**src/rtl/imm_pkg.sv**
```systemverilog
// rtl/imm_pkg.sv - format-select codes and stage state encoding for imm_gen_stage
package imm_pkg;

    localparam logic [2:0] EXT_I  = 3'b000;
    localparam logic [2:0] EXT_U  = 3'b001;
    localparam logic [2:0] EXT_S  = 3'b010;
    localparam logic [2:0] EXT_B  = 3'b011;
    localparam logic [2:0] EXT_J  = 3'b100;
    localparam logic [2:0] EXT_Z  = 3'b101;
    localparam logic [2:0] EXT_SH = 3'b110;

    typedef enum logic [1:0] {
        ST_EMPTY = 2'b00,
        ST_BUSY  = 2'b01,
        ST_FULL  = 2'b10
    } state_e;

endpackage

```
**src/rtl/imm_gen_stage_if.sv**
```systemverilog
// rtl/imm_gen_stage_if.sv - upstream/downstream handshake bundle; carries out_err when IMM_ERR_EN is defined
interface imm_gen_stage_if #(
    parameter int XLEN  = 32,
    parameter int TAG_W = 5
);
    logic             in_valid;
    logic             in_ready;
    logic [31:0]      in_instr;
    logic [XLEN-1:0]  in_pc;
    logic [2:0]       in_extop;
    logic [TAG_W-1:0] in_tag;
    logic             out_valid;
    logic             out_ready;
    logic [XLEN-1:0]  out_imm;
    logic [XLEN-1:0]  out_target;
    logic [TAG_W-1:0] out_tag;
`ifdef IMM_ERR_EN
    logic             out_err;

    modport slave (
        input  in_valid, in_instr, in_pc, in_extop, in_tag, out_ready,
        output in_ready, out_valid, out_imm, out_target, out_tag, out_err
    );
    modport master (
        output in_valid, in_instr, in_pc, in_extop, in_tag, out_ready,
        input  in_ready, out_valid, out_imm, out_target, out_tag, out_err
    );
`else
    modport slave (
        input  in_valid, in_instr, in_pc, in_extop, in_tag, out_ready,
        output in_ready, out_valid, out_imm, out_target, out_tag
    );
    modport master (
        output in_valid, in_instr, in_pc, in_extop, in_tag, out_ready,
        input  in_ready, out_valid, out_imm, out_target, out_tag
    );
`endif
endinterface

```
**src/rtl/imm_format.sv**
```systemverilog
// rtl/imm_format.sv - combinational immediate extraction and extension to XLEN
module imm_format
    import imm_pkg::*;
#(
    parameter int XLEN = 32
) (
    input  logic [31:7]     instr,
    input  logic [2:0]      extop,
    output logic [XLEN-1:0] imm
);

    // Every format is built at 64 bits and truncated, so no zero-width replications appear at XLEN=32.
    logic [63:0] wide;

    always_comb begin
        wide = '0;
        case (extop)
            EXT_I:  wide = {{52{instr[31]}}, instr[31:20]};
            EXT_U:  wide = {{32{instr[31]}}, instr[31:12], 12'h000};
            EXT_S:  wide = {{52{instr[31]}}, instr[31:25], instr[11:7]};
            EXT_B:  wide = {{51{instr[31]}}, instr[31], instr[7], instr[30:25], instr[11:8], 1'b0};
            EXT_J:  wide = {{43{instr[31]}}, instr[31], instr[19:12], instr[20], instr[30:21], 1'b0};
            EXT_Z:  wide = {59'd0, instr[19:15]};
            EXT_SH: wide = (XLEN == 64) ? {58'd0, instr[25:20]} : {59'd0, instr[24:20]};
            default: wide = '0;
        endcase
    end

    assign imm = wide[XLEN-1:0];

endmodule

```
**src/rtl/imm_gen_stage.sv**
```systemverilog
// rtl/imm_gen_stage.sv - registered immediate/target stage with 2-entry skid buffer; IMM_ERR_EN adds out_err
module imm_gen_stage
    import imm_pkg::*;
#(
    parameter int XLEN  = 32,
    parameter int TAG_W = 5
) (
    input  logic            clk,
    input  logic            rst_n,
    input  logic            flush,
    imm_gen_stage_if.slave  bus
);

    state_e state_q, state_d;

    logic [XLEN-1:0]  imm_q, imm_d, tgt_q, tgt_d;
    logic [TAG_W-1:0] tag_q, tag_d;
    logic [XLEN-1:0]  skd_imm_q, skd_imm_d, skd_tgt_q, skd_tgt_d;
    logic [TAG_W-1:0] skd_tag_q, skd_tag_d;
    logic             err_q, err_d, skd_err_q, skd_err_d;

    logic [XLEN-1:0]  new_imm, new_tgt;
    logic             new_err;
    logic             in_ready, out_valid, accept, pop;

    imm_format #(.XLEN(XLEN)) u_format (
        .instr (bus.in_instr[31:7]),
        .extop (bus.in_extop),
        .imm   (new_imm)
    );

    assign new_tgt = bus.in_pc + new_imm;

`ifdef IMM_ERR_EN
    // Without the C extension a control-flow target must be 4-byte aligned.
    assign new_err = (bus.in_extop == 3'b111) ||
                     (((bus.in_extop == EXT_B) || (bus.in_extop == EXT_J)) && new_tgt[1]);
`else
    assign new_err = 1'b0;
`endif

    assign in_ready  = (state_q != ST_FULL);
    assign out_valid = (state_q != ST_EMPTY);
    assign accept    = bus.in_valid & in_ready;
    assign pop       = out_valid & bus.out_ready;

    always_comb begin
        state_d   = state_q;
        imm_d     = imm_q;
        tgt_d     = tgt_q;
        tag_d     = tag_q;
        err_d     = err_q;
        skd_imm_d = skd_imm_q;
        skd_tgt_d = skd_tgt_q;
        skd_tag_d = skd_tag_q;
        skd_err_d = skd_err_q;
        if (flush) begin
            state_d = ST_EMPTY;
        end else begin
            case (state_q)
                ST_EMPTY: begin
                    if (accept) begin
                        imm_d   = new_imm;
                        tgt_d   = new_tgt;
                        tag_d   = bus.in_tag;
                        err_d   = new_err;
                        state_d = ST_BUSY;
                    end
                end
                ST_BUSY: begin
                    if (accept && pop) begin
                        imm_d = new_imm;
                        tgt_d = new_tgt;
                        tag_d = bus.in_tag;
                        err_d = new_err;
                    end else if (accept) begin
                        skd_imm_d = new_imm;
                        skd_tgt_d = new_tgt;
                        skd_tag_d = bus.in_tag;
                        skd_err_d = new_err;
                        state_d   = ST_FULL;
                    end else if (pop) begin
                        state_d = ST_EMPTY;
                    end
                end
                ST_FULL: begin
                    if (pop) begin
                        imm_d   = skd_imm_q;
                        tgt_d   = skd_tgt_q;
                        tag_d   = skd_tag_q;
                        err_d   = skd_err_q;
                        state_d = ST_BUSY;
                    end
                end
                default: state_d = ST_EMPTY;
            endcase
        end
    end

    always_ff @(posedge clk or negedge rst_n) begin
        if (!rst_n) begin
            state_q   <= ST_EMPTY;
            imm_q     <= '0;
            tgt_q     <= '0;
            tag_q     <= '0;
            err_q     <= 1'b0;
            skd_imm_q <= '0;
            skd_tgt_q <= '0;
            skd_tag_q <= '0;
            skd_err_q <= 1'b0;
        end else begin
            state_q   <= state_d;
            imm_q     <= imm_d;
            tgt_q     <= tgt_d;
            tag_q     <= tag_d;
            err_q     <= err_d;
            skd_imm_q <= skd_imm_d;
            skd_tgt_q <= skd_tgt_d;
            skd_tag_q <= skd_tag_d;
            skd_err_q <= skd_err_d;
        end
    end

    assign bus.in_ready   = in_ready;
    assign bus.out_valid  = out_valid;
    assign bus.out_imm    = imm_q;
    assign bus.out_target = tgt_q;
    assign bus.out_tag    = tag_q;
`ifdef IMM_ERR_EN
    assign bus.out_err    = err_q;
`endif

endmodule

```
**src/flat_wrapper.sv**
```systemverilog
// flat-port wrapper written by rule: the top's interface ports become plain ports
module imm_gen_stage_flat import imm_pkg::*;
#(
    parameter int XLEN  = 32,
    parameter int TAG_W = 5
)
  (clk, rst_n, flush, bus_in_valid, bus_in_instr, bus_in_pc, bus_in_extop, bus_in_tag, bus_out_ready, bus_in_ready, bus_out_valid, bus_out_imm, bus_out_target, bus_out_tag);
  imm_gen_stage_if #(.XLEN(XLEN), .TAG_W(TAG_W)) bus_i ();
  input  logic clk;
  input  logic rst_n;
  input  logic flush;
  input wire logic [$bits(bus_i.in_valid)-1:0] bus_in_valid;
  input wire logic [$bits(bus_i.in_instr)-1:0] bus_in_instr;
  input wire logic [$bits(bus_i.in_pc)-1:0] bus_in_pc;
  input wire logic [$bits(bus_i.in_extop)-1:0] bus_in_extop;
  input wire logic [$bits(bus_i.in_tag)-1:0] bus_in_tag;
  input wire logic [$bits(bus_i.out_ready)-1:0] bus_out_ready;
  output wire logic [$bits(bus_i.in_ready)-1:0] bus_in_ready;
  output wire logic [$bits(bus_i.out_valid)-1:0] bus_out_valid;
  output wire logic [$bits(bus_i.out_imm)-1:0] bus_out_imm;
  output wire logic [$bits(bus_i.out_target)-1:0] bus_out_target;
  output wire logic [$bits(bus_i.out_tag)-1:0] bus_out_tag;
  assign bus_i.in_valid = bus_in_valid;
  assign bus_i.in_instr = bus_in_instr;
  assign bus_i.in_pc = bus_in_pc;
  assign bus_i.in_extop = bus_in_extop;
  assign bus_i.in_tag = bus_in_tag;
  assign bus_i.out_ready = bus_out_ready;
  assign bus_in_ready = bus_i.in_ready;
  assign bus_out_valid = bus_i.out_valid;
  assign bus_out_imm = bus_i.out_imm;
  assign bus_out_target = bus_i.out_target;
  assign bus_out_tag = bus_i.out_tag;
  imm_gen_stage #(.XLEN(XLEN), .TAG_W(TAG_W)) u_core (.clk(clk), .rst_n(rst_n), .flush(flush), .bus(bus_i));
endmodule
```
**config.mk**
```make
export PLATFORM = sky130hd
export DESIGN_NAME = imm_gen_stage_flat
export DESIGN_NICKNAME = d
export VERILOG_FILES = /design/src/rtl/imm_pkg.sv /design/src/rtl/imm_gen_stage_if.sv /design/src/rtl/imm_format.sv /design/src/rtl/imm_gen_stage.sv /design/src/flat_wrapper.sv
export SDC_FILE = /design/constraint.sdc
export NUM_CORES = 1
export LEC_CHECK = 0
export BUFFER_PORTS_ARGS = -buffer_cell sky130_fd_sc_hd__buf_4
export CORE_MARGIN = 2
export CORE_UTILIZATION = 40
export DETAILED_ROUTE_END_ITERATION = 12
export GPL_TIMING_DRIVEN = 0
export PLACE_DENSITY = 0.58
export SKIP_CTS_REPAIR_TIMING = 1
export SYNTH_ARGS = -nofsm -noshare
export SYNTH_HDL_FRONTEND = slang
export SYNTH_HIERARCHICAL = 1
export SYNTH_SLANG_ARGS = --single-unit
```
**constraint.sdc**
```tcl
create_clock -name clk -period 2.95 [get_ports clk]
set_clock_uncertainty 0.2 [all_clocks]
set_input_delay 0.59 -clock clk [delete_from_list [all_inputs] [get_ports clk]]
set_output_delay 0.59 -clock clk [all_outputs]
set_load 0.005 [all_outputs]
```
Word-level counts from Yosys, hierarchy flattened
Index checks and enable logic that the tools add are counted.
- ROM bits: 0
- output and inout bits: 71
- input port bits: 77
- bits in writable memories: 0
- latch bits: 0
- logic and storage cells: 56
- memories: 0
- register bits: 140
- eq/ne operators: 16
- order comparisons: 0
- $add $sub $neg: 1
- shifts and indexed selects: 0
- multiply operators: 0
- bitwise gates (word level): 4
- mux-type cells: 20
- reductions and logical operators: 8
- divide/modulo/power cells: 0
- operator list (cell ; number):
    $pmux 32 s7 ; 1
    $mux 32 ; 6
    $pmux 32 s3 ; 2
    $add 32x32->32 ; 1
    $mux 5 ; 3
    $pmux 5 s3 ; 1
    $mux 2 ; 6
    $eq 3x3->1 const B ; 3
    $reduce_and 4->1 ; 2
    $eq 3x2->1 const B ; 2
    $ne 2x1->1 const B ; 3
    $ne 3x2->1 const B ; 2
    $pmux 2 s3 ; 1
    $reduce_and 5->1 ; 1
    $ne 4x2->1 const B ; 1
    $eq 3x1->1 const B ; 1
    $logic_not 3->1 ; 1
    $ne 3x3->1 const B ; 1
    $reduce_bool 3->1 ; 1
    $and 1x1->1 ; 2
    $eq 2x1->1 const B ; 1
    $eq 2x2->1 const B ; 1
    $logic_not 2->1 ; 1
    $ne 2x2->1 const B ; 1
    other kinds (3) ; 4

Logic depth before layout (Yosys ltp)
Gate-level depths: netlist (run 1).
- word-level depth: 7
- depth in mapped cells: 16
- gate-level depth less buffers: 13

By module
The synthesis (run 1) kept the hierarchy.
- by module, submodules not included (module ; area an instance (µm²) ; times used ; cells each ; seq. area each (µm²)):
    imm_gen_stage ; 7492.2 ; 1 ; 915 ; 3503.4
    imm_format ; 510.5 ; 1 ; 76 ; 0.0

Least setup slack after synthesis (run 1)
Ideal clock, no wire load.
- path type: input port to flip-flop
- from: input bus_in_extop[0]
- to: register u_core.tgt_q[12] (netlist: u_core/bus.out_target[12])
- data arrival time: 3513 ps
- required time: 2631 ps
- path buffers: 2
- stages on the path: 15
- setup slack: -882 ps
- setup time: 119 ps
- cell sequence: buf_6 nor2b_4 buf_6 a22o_1 a22o_1 ha_1 fa_1 a21o_1 a221oi_1 o21ai_1 a21bo_2 a21oi_1 xor2_1 o211ai_1 o21a_1
- word-level cells in the longest chain between the ends: 5
- elaborated cells between the ends (all ways): 12
- those cells by class: 1 x add/sub; 6 x eq/ne; 4 x mux; 1 x reduce/logical
- ends and longest elaborated chain (element ; RTL line ; source):
    start: declaration ; flat_wrapper.sv:15 ; input wire logic [$bits(bus_i.in_extop)-1:0] bus_in_extop;
    $eq 3x3->1, or another cell as far along ; imm_format.sv:17 ; case (extop)
    $pmux 32 s7 (*) ; imm_format.sv:17 ;
    via u_core.new_imm[0] ; imm_gen_stage.sv:22 ; logic [XLEN-1:0] new_imm, new_tgt;
    $add 32x32->32 (*) ; imm_gen_stage.sv:32 ; assign new_tgt = bus.in_pc + new_imm;
    $mux 32, on equally long branches ; imm_gen_stage.sv:71, imm_gen_stage.sv:62 ;
    $pmux 32 s3 (*) ; imm_gen_stage.sv:60 ; case (state_q)
    end signal: assignment ; imm_gen_stage.sv:114 ; tgt_q <= tgt_d;
    end: declaration ; imm_gen_stage.sv:16 ; logic [XLEN-1:0] imm_q, imm_d, tgt_q, tgt_d;
The timed path passes the listed nets; every way through them passes the cells marked *. The select of a mux whose other input is x is not followed.
A chain may end at the register's enable or synchronous reset.

Final worst setup path (run 1)
- from: input bus_in_extop[0]
- to: register u_core.tgt_q[30] (netlist: u_core/bus.out_target[30])
The elaborated chain is that of the path after synthesis.

==> results of run 1 <==
-- sequential cells by signal (all words and copies together) (netlist names) --
| signal | cells |
|---|---|
| u_core/bus.out_tag | 5 |
| u_core/bus.out_target | 32 |
| u_core/skd_tgt_q | 32 |
| u_core/bus.out_imm | 32 |
| u_core/state_q | 2 |
| u_core/skd_imm_q | 32 |
| u_core/skd_tag_q | 5 |
-- final cells by class --
cell class                 instances  area (µm²)
tap                              265         332
sequential                       140        3500
inverter                           5        18.8
fill                            1872        8660
timing repair buffer             170        1330
buffer                            62         308
clock buffer                      18         439
multi-input combinational        782        4810
clock inverter                    14         124
-- synthesized netlist by cell type (4+ instances only) --
master      n
o21ai_0    35
a32oi_1     4
inv_1       5
nor2_1     75
or3_1       7
and3_1     14
buf_6       4
o21a_1      6
o21ai_1     4
nand2_1   324
ha_1       31
nor2b_1     4
a21o_1     24
and2_1     11
xor2_1     12
mux2i_1     4
nand3_1    29
nor3_1      5
xnor2_1    12
clkbuf_1   53
buf_2       4
a21oi_1    63
a22oi_1     4
o211ai_1    5
dfrtp_1   140
a211oi_1    5
a31oi_1    54
nand4_1     7
-- per-layer routing --
layer | track usage [%] | up-vias | part of all wire, %
met5 | 0 | - | 0
met3 | 5.27 | 36 | 6.4
met2 | 39.6 | 268 | 46
met4 | 7.16 | 0 | 2.2
li1 | - | 3794 | -
met1 | 35.6 | 3772 | 45
-- final timing paths --
kind                                 startpoint                        end  slack [ps]  cells past startpoint
setup / recovery                bus_in_extop[0]  u_core/bus.out_target[30]        -480                     14
hold / removal                            rst_n   u_core/bus.out_target[9]         -30                      1
setup reg to reg              u_core/state_q[1]       u_core/skd_tgt_q[29]         150                      7
hold reg to reg            u_core/skd_tgt_q[22]       u_core/skd_tgt_q[22]         270                      2
max in group asynchronous                 rst_n     u_core/bus.out_imm[14]        1770                      2
min in group clk                  bus_in_tag[2]        u_core/skd_tag_q[2]         160                      3
-- power breakdown --
group | internal [mW] | leakage [nW] | switching, mW
Sequential | 2.41 | 1.71 | 0.280
Combinational | 0.966 | 3.15 | 1.07
Clock | 1.13 | 0.274 | 0.964
Total | 4.51 | 5.13 | 2.31
-- critical path, stage by stage --
cell and delay (ps):
buf_12 90, nor2b_4 290, a22o_1 210, a22o_4 180
ha_4 170, fa_2 200, a21o_1 180, a221oi_4 90
or3_4 410, a211o_1 320, a21oi_4 260, a221oi_4 110
or4_1 400, nand3_1 80
-- cells by family after synthesis --
logic type / Yosys count
AND/OR/NAND/NOR: 489
AO/OA/AOI/OAI: 232
flip-flops: 140
buffers and inverters: 69
adder cells (fa/ha/maj): 32
XOR/XNOR: 24
multiplexers: 5
-- through the flow --
step | power, mW | worst slack [ps] | TNS (ps) | std cells | util (%)
2_1_floorplan | 3.68 | -722 | -19110 | 991 | -
3_3_place_gp | 4.50 | -1310 | -58130 | 1392 | 48.3
3_5_place_dp | 4.53 | -1310 | -54420 | 1394 | 48.5
4_1_cts | 6.62 | -871 | -22250 | 1426 | 51.4
5_1_grt | 7.20 | -550 | -17010 | 1456 | 55.7
6_report | 6.82 | -475 | -13040 | 1456 | 55.7
==> results.rst, run 1 <==
.. list-table::
   :header-rows: 1

   * - Metric
     - Value
   * - ANT nets after route
     - 0
   * - Number of global-route vias before repair
     - 7247
   * - Element type at the critical path end
     - flop
   * - Share of post-route cells with drive strength above 1
     - 26.6%
   * - Final worst hold slack
     - -27.4 ps
   * - Crit path DAT
     - 3590 ps
   * - Vias after detailed routing
     - 7870
   * - Tightest Hold Check Type
     - in -> async
   * - Post-Synthesis Net Count
     - 1100
   * - Kind of start point of the critical path
     - primary input
   * - Peak clock frequency supported by timing
     - 292 MHz
   * - Area Growth Syn to Fin
     - 35.8%
   * - Boundary Pins
     - 148
   * - Fin area
     - 10900 µm²
   * - Number of core rows
     - 51
   * - Vias per Instance
     - 5.41
   * - Number of flops mapped to enable cells by yosys
     - 0
   * - Area share of and/or/nand/nor cells after synthesis
     - between 20% and 30%
   * - Final Worst Setup Slack
     - -475 ps
   * - Wire length of the first global-routing pass
     - 41600 µm
   * - Post-synthesis compound-gate area fraction
     - 18.5%
   * - TritonCTS clock tree
     - yes
   * - Final period utilization
     - 116%
   * - Maximum level of the CTS H-tree
     - 4
   * - Number of pins with negative max-slew slack in the final report
     - 0
   * - Number of hold-slack violations in the final timing report
     - 64
   * - Share of synthesized area spent on multiplexers
     - 0.641%
   * - Setup repair after global routing missed its margin
     - yes
   * - Vertical die dimension
     - 145 µm
   * - Top library cells by usage in the layout, fill and taps aside
     - nand2_1 (318), buf_4 (166), dfrtp_1 (140)
   * - Routed len/inst
     - 18.8 µm
   * - Combinational family with the most area after synthesis
     - simple AND/OR/NAND/NOR gates
   * - Number of sinks on the clock net
     - between 100 and 150
   * - X dimension of the die
     - 145 µm
   * - 1st-pass router iterations
     - 6
   * - Reg clk slew, reported paths
     - 70 ps
   * - Number of buffers added by the clock tree synthesis step
     - 17
   * - Clock period minus worst slack
     - 3430 ps
   * - Most instantiated flip-flop cell in the synthesis netlist
     - dfrtp_1
   * - HPWL reported at the end of detailed placement
     - 20000 µm
   * - Share of the synthesized area in the top cell type
     - 43.8%
   * - Die area
     - between 20000 and 25000 µm²
   * - Final net count
     - around 1300
   * - Mean Syn Cell Area
     - 8.08 µm²
   * - Antenna violations before repair
     - 0
   * - Fraction of synthesis flops using an asynchronous set or reset pin
     - 100%
   * - Maximum number of pins on one net before global-route repair
     - 77
   * - Global Route Usage Sum
     - roughly a quarter
   * - Leakage power summed over all cells
     - 5.13 nW
   * - Cells taking the most area after synthesis
     - dfrtp_1 (44%), nand2_1 (15%), ha_1 (4.8%), a31oi_1 (4.2%), a21oi_1 (3.9%)
   * - Synthesized flop and latch total
     - 140
   * - Longest Clk Path Bufs
     - 2
   * - Post-synthesis share of cell area spent on full adders, half adders and majority gates
     - 5.10%
   * - Initial Util
     - a little over 40%
   * - Max-cap viol count
     - 0
   * - Largest vdd supply drop
     - ~420 µV
   * - Most common library cell in the layout ignoring fill and taps
     - nand2_1
   * - Power density over cell area
     - 628 nW/µm²
   * - Cell taking the most area after synthesis
     - dfrtp_1
   * - Port bufs
     - 136
   * - Max-slew headroom at the worst pin
     - 27.5%
   * - Worst skew pair latency
     - around 430 ps
   * - Sequential fraction of the synthesis area
     - 43.8%
   * - Distinct cells, synth
     - 58
   * - Placement-stage cell area
     - 9480 µm²
   * - Synthesized area
     - 8000 µm²
   * - Count of unresolved DRC violations after routing
     - 0
   * - Core ar.
     - a little under 20000 µm²
   * - Setup Viol. Count Final
     - 42
   * - Number of antenna repair diodes
     - 0
   * - Final weighted congestion in routability-driven placement
     - 0.914
   * - Slew @ Worst Pin
     - 1080 ps
   * - Global route total overflow
     - 0
   * - Count of routing violations after the opening detailed-route iteration
     - approximately 620
   * - Required time worst endpoint
     - approximately 3100 ps
   * - Clk root buf
     - clkbuf_16
   * - Total Wirelength
     - roughly 27000 µm
   * - Syn Inst Count
     - 991
   * - Outcome
     - finished, violations left
   * - XOR/XNOR Fraction of Synth Area
     - 2.63%
   * - Failing checks
     - hold timing, setup timing
   * - Yosys Warn Count
     - 6
   * - Path type of the worst setup path
     - in -> reg
   * - Critical Path Fanout Max
     - 8
No activity file was read; power rests on OpenSTA's default activity.
==> inputs of run 2 (changes only) <==
--- a/config.mk
+++ b/config.mk
@@ -10,7 +10,7 @@
 export CORE_UTILIZATION = 40
 export DETAILED_ROUTE_END_ITERATION = 12
 export GPL_TIMING_DRIVEN = 0
-export PLACE_DENSITY = 0.58
+export PLACE_DENSITY_LB_ADDON = 0.08
 export SKIP_CTS_REPAIR_TIMING = 1
 export SYNTH_ARGS = -nofsm -noshare
 export SYNTH_HDL_FRONTEND = slang
==> results.rst, run 2 (synthesized netlist as in run 1, its figures left out) <==
.. list-table::
   :header-rows: 1

   * - Metric
     - Value
   * - FILL cells
     - 1901
   * - Maximum number of pins on one net before global-route repair
     - 80
   * - Number of sinks on the clock net
     - 140
   * - X dimension of the die
     - 145 µm
   * - Element type at the critical path end
     - flop
   * - Total internal power
     - 4.74 mW
   * - Final Worst Setup Slack
     - -614 ps
   * - Hold Crit Depth
     - 3
   * - Final worst hold slack
     - 166 ps
   * - Outcome
     - finished, violations left
   * - Number of pins with negative max-slew slack in the final report
     - 0
   * - Most common library cell in the layout ignoring fill and taps
     - nand2_1
   * - Area Growth Syn to Fin
     - 36.3%
   * - Total Wirelength
     - about 28000 µm
   * - HPWL reported at the end of detailed placement
     - a little over 20000 µm
   * - TritonCTS clock tree
     - yes
   * - Count of unresolved DRC violations after routing
     - 0
   * - Initial Util
     - between 40% and 50%
   * - Antenna violations before repair
     - 0
   * - Global Route Usage Sum
     - 25.4%
   * - Portion of total power attributed to the clock network
     - 32.0%
   * - Count of routing violations after the opening detailed-route iteration
     - 571
   * - Setup repair after global routing missed its margin
     - yes
   * - Crit path DAT
     - 3670 ps
   * - Core ar.
     - 19500 µm²
   * - Slew @ Worst Pin
     - between 800 and 900 ps
   * - Vias after detailed routing
     - 7833
   * - Setup Viol. Count Final
     - 46
   * - 1st-pass router iterations
     - 7
   * - Maximum level of the CTS H-tree
     - 4
   * - Largest vdd supply drop
     - around 440 µV
   * - Number of buffers added by the clock tree synthesis step
     - 17
   * - Max-cap viol count
     - 0
   * - Worst path top cell family by delay
     - compound AO/OA/AOI/OAI gates
   * - Portion of total power attributed to sequential cells
     - 38.6%
   * - Slowest library cell on the worst path
     - fa_2
   * - Clock period minus worst slack
     - 3560 ps
   * - Post-Route Utilization
     - between 50 and 60%
   * - Peak clock frequency supported by timing
     - 281 MHz
   * - Number of cells in the finished layout apart from fillers
     - roughly 1500
   * - Top library cells by usage in the layout, fill and taps aside
     - nand2_1 (319), buf_4 (163), dfrtp_1 (140)
   * - Boundary Pins
     - 148
   * - Die area
     - roughly 21000 µm²
   * - Longest Clk Path Bufs
     - 2
   * - CP Buf/Inv Count
     - 3
   * - Global route total overflow
     - 0
   * - Share of total power consumed by net switching
     - 32.1%
   * - Fin area
     - between 10000 and 15000 µm²
   * - Cell-by-cell trace of the critical path
     - buf_12 -> nor2b_4 -> buf_6 -> a22o_1 -> a22o_4 -> ha_4 -> fa_2 -> a21o_1 -> a221oi_4 -> buf_4 -> o21ai_2 -> a21bo_2 -> a21oi_4 -> o21bai_2 -> mux2i_1 -> nand3_1
   * - Port bufs
     - ~140
   * - Path type of the worst setup path
     - in -> reg
   * - Number of hold-slack violations in the final timing report
     - 0
   * - Power share of the combinational group
     - 29.4%
   * - Pre-CTS setup slack
     - -1400 ps
   * - Area of the multi-input gates
     - 4820 µm²
   * - Reg clk slew, reported paths
     - 60 ps
   * - Setup TNS
     - -17250 ps
   * - Worst Setup SP
     - bus_in_extop[0]
   * - Area taken by flip-flops and latches
     - 3500 µm²
   * - Power density over cell area
     - 639 nW/µm²
   * - Total Power Consumption
     - 6.97 mW
   * - Placement-stage cell area
     - between 9000 and 10000 µm²
   * - Final weighted congestion in routability-driven placement
     - 0.915
   * - Max-slew headroom at the worst pin
     - 39.7%
   * - Number of antenna repair diodes
     - 0
   * - ANT nets after route
     - 0
   * - Failing checks
     - setup timing
   * - Vias per Instance
     - 5.38
   * - Kind of start point of the critical path
     - primary input
   * - Clk root buf
     - clkbuf_16
   * - Worst reg2reg path startpoint
     - u_core/state_q[1]
   * - Routed len/inst
     - 18.9 µm
   * - Number of core rows
     - 51
   * - Number of global-route vias before repair
     - 7544
   * - Required time worst endpoint
     - between 3000 and 4000 ps
   * - Share of post-route cells with drive strength above 1
     - approximately a quarter
   * - Vertical die dimension
     - 145 µm
   * - Critical Path Fanout Max
     - 6
   * - Dpl cells
     - 1393
   * - Tightest Hold Check Type
     - in -> reg
   * - Final period utilization
     - 121%
   * - Wire length of the first global-routing pass
     - about 42000 µm
   * - Stages on the worst setup path
     - 16
   * - Worst skew pair latency
     - between 400 and 500 ps
   * - FF-to-FF path depth
     - 6
   * - Switching power total
     - 2.24 mW
   * - Worst Min Path Start
     - bus_in_tag[3]
   * - Final net count
     - 1287
   * - Leakage power summed over all cells
     - 5.15 nW
   * - Crit path largest cell delay
     - 380 ps
-- run 2: cell count changes in the layout (fill, tap and decap cells not counted), moves of 3 or more --
| cell | previous run | this run |
|---|---|---|
| inv_6 | 6 | 2 |
| buf_6 | 3 | 6 |
| buf_4 | 166 | 163 |
| a21o_4 | 0 | 3 |
| bufinv_16 | 0 | 3 |
| ha_4 | 11 | 8 |
-- run 2: worst paths after layout --
| path | slack, ps | to |
|---|---|---|
| min | 170 | u_core/skd_tag_q[3] |
| min in group asynchronous | 490 | u_core/bus.out_target[3] |
| max in group asynchronous | 1250 | u_core/bus.out_target[13] |
| max reg2reg | 260 | u_core/skd_tgt_q[29] |
| min reg2reg | 280 | u_core/skd_tgt_q[20] |
| max | -610 | u_core/bus.out_target[16] |
-- run 2: area by class of cell --
class                           instances  share of cell area (%)
Clock inverter                         12                    1.49
Multi-Input combinational cell        782                    44.2
Tap cell                              265                    3.04
Clock buffer                           19                    4.06
Timing Repair Buffer                  169                    12.1
Sequential cell                       140                    32.1
Inverter                                5                   0.172
Buffer                                 63                    2.89
-- run 2: tightest hold or removal path, delay by kind of cell --
kind	cells	cell delay, ps
simple gates	2	90
buf+inv	1	80
-- run 2: power by group through the flow --
stage / clock, mW / sequential, mW / combinational [mW]
after global placement: 0 / 2.71 / 1.79
final: 2.23 / 2.69 / 2.05
after detailed placement: 0 / 2.72 / 1.81
after floorplan: 0 / 2.68 / 1.01
after CTS: 2.28 / 2.69 / 1.83
after global routing: 2.35 / 2.75 / 2.26
-- run 2: layer usage --
metal	share of wire [%]	vias to the layer above	GRT usage (%)
met5	0	-	0
met4	2.4	0	8.58
met3	4.5	43	4.01
met2	48	246	41.0
met1	45	3770	34.9
li1	-	3774	-
==> inputs of run 3 (changes only) <==
--- a/config.mk
+++ b/config.mk
@@ -14,5 +14,4 @@
 export SKIP_CTS_REPAIR_TIMING = 1
 export SYNTH_ARGS = -nofsm -noshare
 export SYNTH_HDL_FRONTEND = slang
-export SYNTH_HIERARCHICAL = 1
 export SYNTH_SLANG_ARGS = --single-unit
==> results.rst, run 3 <==
.. list-table::
   :header-rows: 1

   * - Metric
     - Value
   * - Outcome
     - finished, violations left
   * - Failing checks
     - setup timing
   * - Vias per Instance
     - 5.37
   * - Path type of the worst setup path
     - in -> reg
   * - Vias after detailed routing
     - 7819
   * - Share of the synthesized area in the top cell type
     - between 40 and 50%
   * - Number of hold-slack violations in the final timing report
     - 0
   * - Leading cell type by number of instances after synthesis
     - nand2_1
   * - Synthesized flop and latch total
     - 140
   * - Hold Crit Depth
     - 2
   * - Final weighted congestion in routability-driven placement
     - 0.917
   * - Most common library cell in the layout ignoring fill and taps
     - nand2_1
   * - Worst Setup SP
     - bus_in_extop[2]
   * - Portion of total power attributed to the clock network
     - 31.4%
   * - Reg clk slew, reported paths
     - approximately 60 ps
   * - Mean Syn Cell Area
     - 8.05 µm²
   * - Dpl cells
     - approximately 1400
   * - Most instantiated cells after synthesis
     - nand2_1 (207), dfrtp_1 (140), o21ai_0 (123), a21oi_1 (121), nor2_1 (77)
   * - Initial Util
     - 40.9%
   * - HPWL reported at the end of detailed placement
     - between 15000 and 20000 µm
   * - Clk root buf
     - clkbuf_16
   * - Number of antenna repair diodes
     - 0
   * - Number of cells in the finished layout apart from fillers
     - 1457
   * - Worst path top cell family by delay
     - compound AO/OA/AOI/OAI gates
   * - Met1 routing resource usage after global routing
     - 35.0%
   * - Met3 Track Usage GR
     - 4.64%
   * - Yosys Warn Count
     - 0
   * - Met2 GRT Util
     - 38.6%
   * - Post-Synthesis Net Count
     - 1102
   * - Final worst hold slack
     - 157 ps
   * - Kind of start point of the critical path
     - primary input
   * - Leakage power summed over all cells
     - 5.20 nW
   * - X dimension of the die
     - 145 µm
   * - Share of total power consumed by net switching
     - 32.4%
   * - Final period utilization
     - 119%
   * - Setup Viol. Count Final
     - 48
   * - Final Worst Setup Slack
     - -553 ps
   * - Cells taking the most area after synthesis
     - dfrtp_1 (44%), nand2_1 (9.7%), o21ai_0 (7.7%), a21oi_1 (7.6%), ha_1 (4.9%)
   * - Tightest Hold Check Type
     - in -> reg
   * - Total internal power
     - 4.62 mW
   * - Top library cells by usage in the layout, fill and taps aside
     - nand2_1 (202), buf_4 (161), dfrtp_1 (140)
   * - Wire length of the first global-routing pass
     - about 40000 µm
   * - Critical Path Fanout Max
     - 6
   * - Stages on the worst setup path
     - 15
   * - Clock period minus worst slack
     - 3500 ps
   * - Cell-by-cell trace of the critical path
     - buf_8 -> clkbuf_16 -> buf_8 -> nor2b_4 -> a221oi_4 -> inv_2 -> ha_4 -> and2_4 -> a221o_1 -> o2111ai_4 -> a21boi_4 -> nor3b_4 -> o21ai_2 -> xor2_2 -> mux2_4
   * - Slew @ Worst Pin
     - 999 ps
   * - Cell taking the most area after synthesis
     - dfrtp_1
   * - Distinct cells, synth
     - 63
   * - Slowest library cell on the worst path
     - a221oi_4
   * - Critical Path Most Common Cell
     - buf_8
   * - Synthesized area
     - ~8000 µm²
   * - Port bufs
     - 140
   * - Syn Inst Count
     - 993
   * - Boundary Pins
     - 148
   * - Sequential fraction of the synthesis area
     - about 44%
   * - Total Power Consumption
     - 6.84 mW
   * - Longest Clk Path Bufs
     - 2
   * - Reg2reg setup slack
     - 200 ps
   * - Core ar.
     - 19500 µm²
   * - Routed len/inst
     - approximately 18 µm
   * - Global Route Usage Sum
     - 24.7%
   * - Share of post-route cells with drive strength above 1
     - about 28%
   * - Total Wirelength
     - about 27000 µm
   * - Max-slew headroom at the worst pin
     - 32.9%
   * - CP Capture Point
     - u_core.skd_tgt_q[25]
   * - Count of routing violations after the opening detailed-route iteration
     - 515
   * - Worst reg2reg path startpoint
     - u_core.state_q[1]
   * - Vertical die dimension
     - 145 µm
   * - Most instantiated flip-flop cell in the synthesis netlist
     - dfrtp_1
   * - Number of pins with negative max-slew slack in the final report
     - 0
   * - Crit path largest cell delay
     - 400 ps
   * - 1st-pass router iterations
     - 5
   * - Number of sinks on the clock net
     - 140
   * - Number of flops mapped to enable cells by yosys
     - 0
   * - Global route total overflow
     - 0
   * - Endpoint of the lowest-slack register-to-register path
     - u_core.bus.out_target[0]
   * - FF-to-FF path depth
     - 6
   * - TritonCTS clock tree
     - yes
   * - Maximum level of the CTS H-tree
     - 4
   * - Setup repair after global routing missed its margin
     - yes
   * - Die area
     - 21100 µm²
   * - Required time worst endpoint
     - approximately 3000 ps
   * - Peak clock frequency supported by timing
     - 285 MHz
   * - Count of unresolved DRC violations after routing
     - 0
   * - Portion of total power attributed to sequential cells
     - 38.8%
   * - Number of core rows
     - between 50 and 60
   * - Number of buffers added by the clock tree synthesis step
     - 17
   * - Max-cap viol count
     - 0
   * - Maximum number of pins on one net before global-route repair
     - 86
   * - Fraction of synthesis flops using an asynchronous set or reset pin
     - 100%
   * - Crit path DAT
     - 3620 ps
   * - Antenna violations before repair
     - 0
   * - Area Growth Syn to Fin
     - 38.3%
   * - Largest vdd supply drop
     - between 400 and 500 µV
   * - Power share of the combinational group
     - between 20% and 30%
   * - ANT nets after route
     - 0
   * - Switching power total
     - 2.21 mW
   * - Number of global-route vias before repair
     - about 7300
   * - Element type at the critical path end
     - flop
   * - Grt peak-use layer
     - met2
   * - Worst skew pair latency
     - approximately 430 ps
   * - Power density over cell area
     - 618 nW/µm²
   * - Final net count
     - around 1300
   * - CP Buf/Inv Count
     - 4
[run 3: cell families after synthesis]
logic type	synth area share (%)
buffers and inverters	4.82
AND/OR/NAND/NOR	19.7
multiplexers	0.830
AO/OA/AOI/OAI	22.6
adder cells (fa/ha/maj)	5.10
XOR/XNOR	3.07
flip-flops	43.8
[run 3: final cells by class]
type                            count  area (µm²)
Fill cell                        1859        8470
Multi-Input combinational cell    754        4830
Sequential cell                   140        3500
Timing Repair Buffer              171        1370
Clock buffer                       18         439
Tap cell                          265         332
Buffer                             57         290
Inverter                           38         155
Clock inverter                     14         143
[run 3: metal layers]
metal / part of all wire (%) / routed length, µm
met4: 2.8 / 741
met2: 47 / 12500
met3: 5.4 / 1450
met1: 45 / 12100
met5: 0 / 0
[run 3: how the worst min path moves through the flow]
| stage | startpoint | to | slack [ps] |
|---|---|---|---|
| 6_report | bus_out_ready | u_core.state_q[1] | 160 |
| 5_1_grt | bus_out_ready | u_core.state_q[1] | 150 |
| 4_1_cts | rst_n | u_core.bus.out_tag[2] | -60 |
| 3_5_place_dp | u_core.skd_tag_q[3] | u_core.skd_tag_q[3] | 260 |
| 3_3_place_gp | u_core.skd_tgt_q[31] | u_core.skd_tgt_q[31] | 260 |
| 2_1_floorplan | rst_n | u_core.bus.out_imm[0] | 90 |
[run 3: power groups by stage]
stage / Sequential [mW] / Clock, mW / Combinational, mW
after floorplan: 2.65 / 0 / 1.04
after global placement: 2.68 / 0 / 1.77
after detailed placement: 2.69 / 0 / 1.80
after CTS: 2.65 / 2.17 / 1.81
after global routing: 2.72 / 2.28 / 2.27
final: 2.65 / 2.14 / 2.04
[run 3: through the flow]
stage	setup slack (ps)	area (µm²)	util, %	TNS, ps
floorplan	-486	8240	-	-9560
global placement	-1070	9630	49.3	-43490
detailed placement	-1070	9660	49.5	-44110
CTS	-630	10200	52.4	-20480
global route	-614	11100	56.6	-21810
finish	-553	11100	56.6	-15500
[run 3: worst reg2reg max path: cells and delay by family (launching register included)]
kind	cells	cell delay (ps)
compound gates	2	690
simple gates	2	330
buf+inv	2	930
flops	1	440
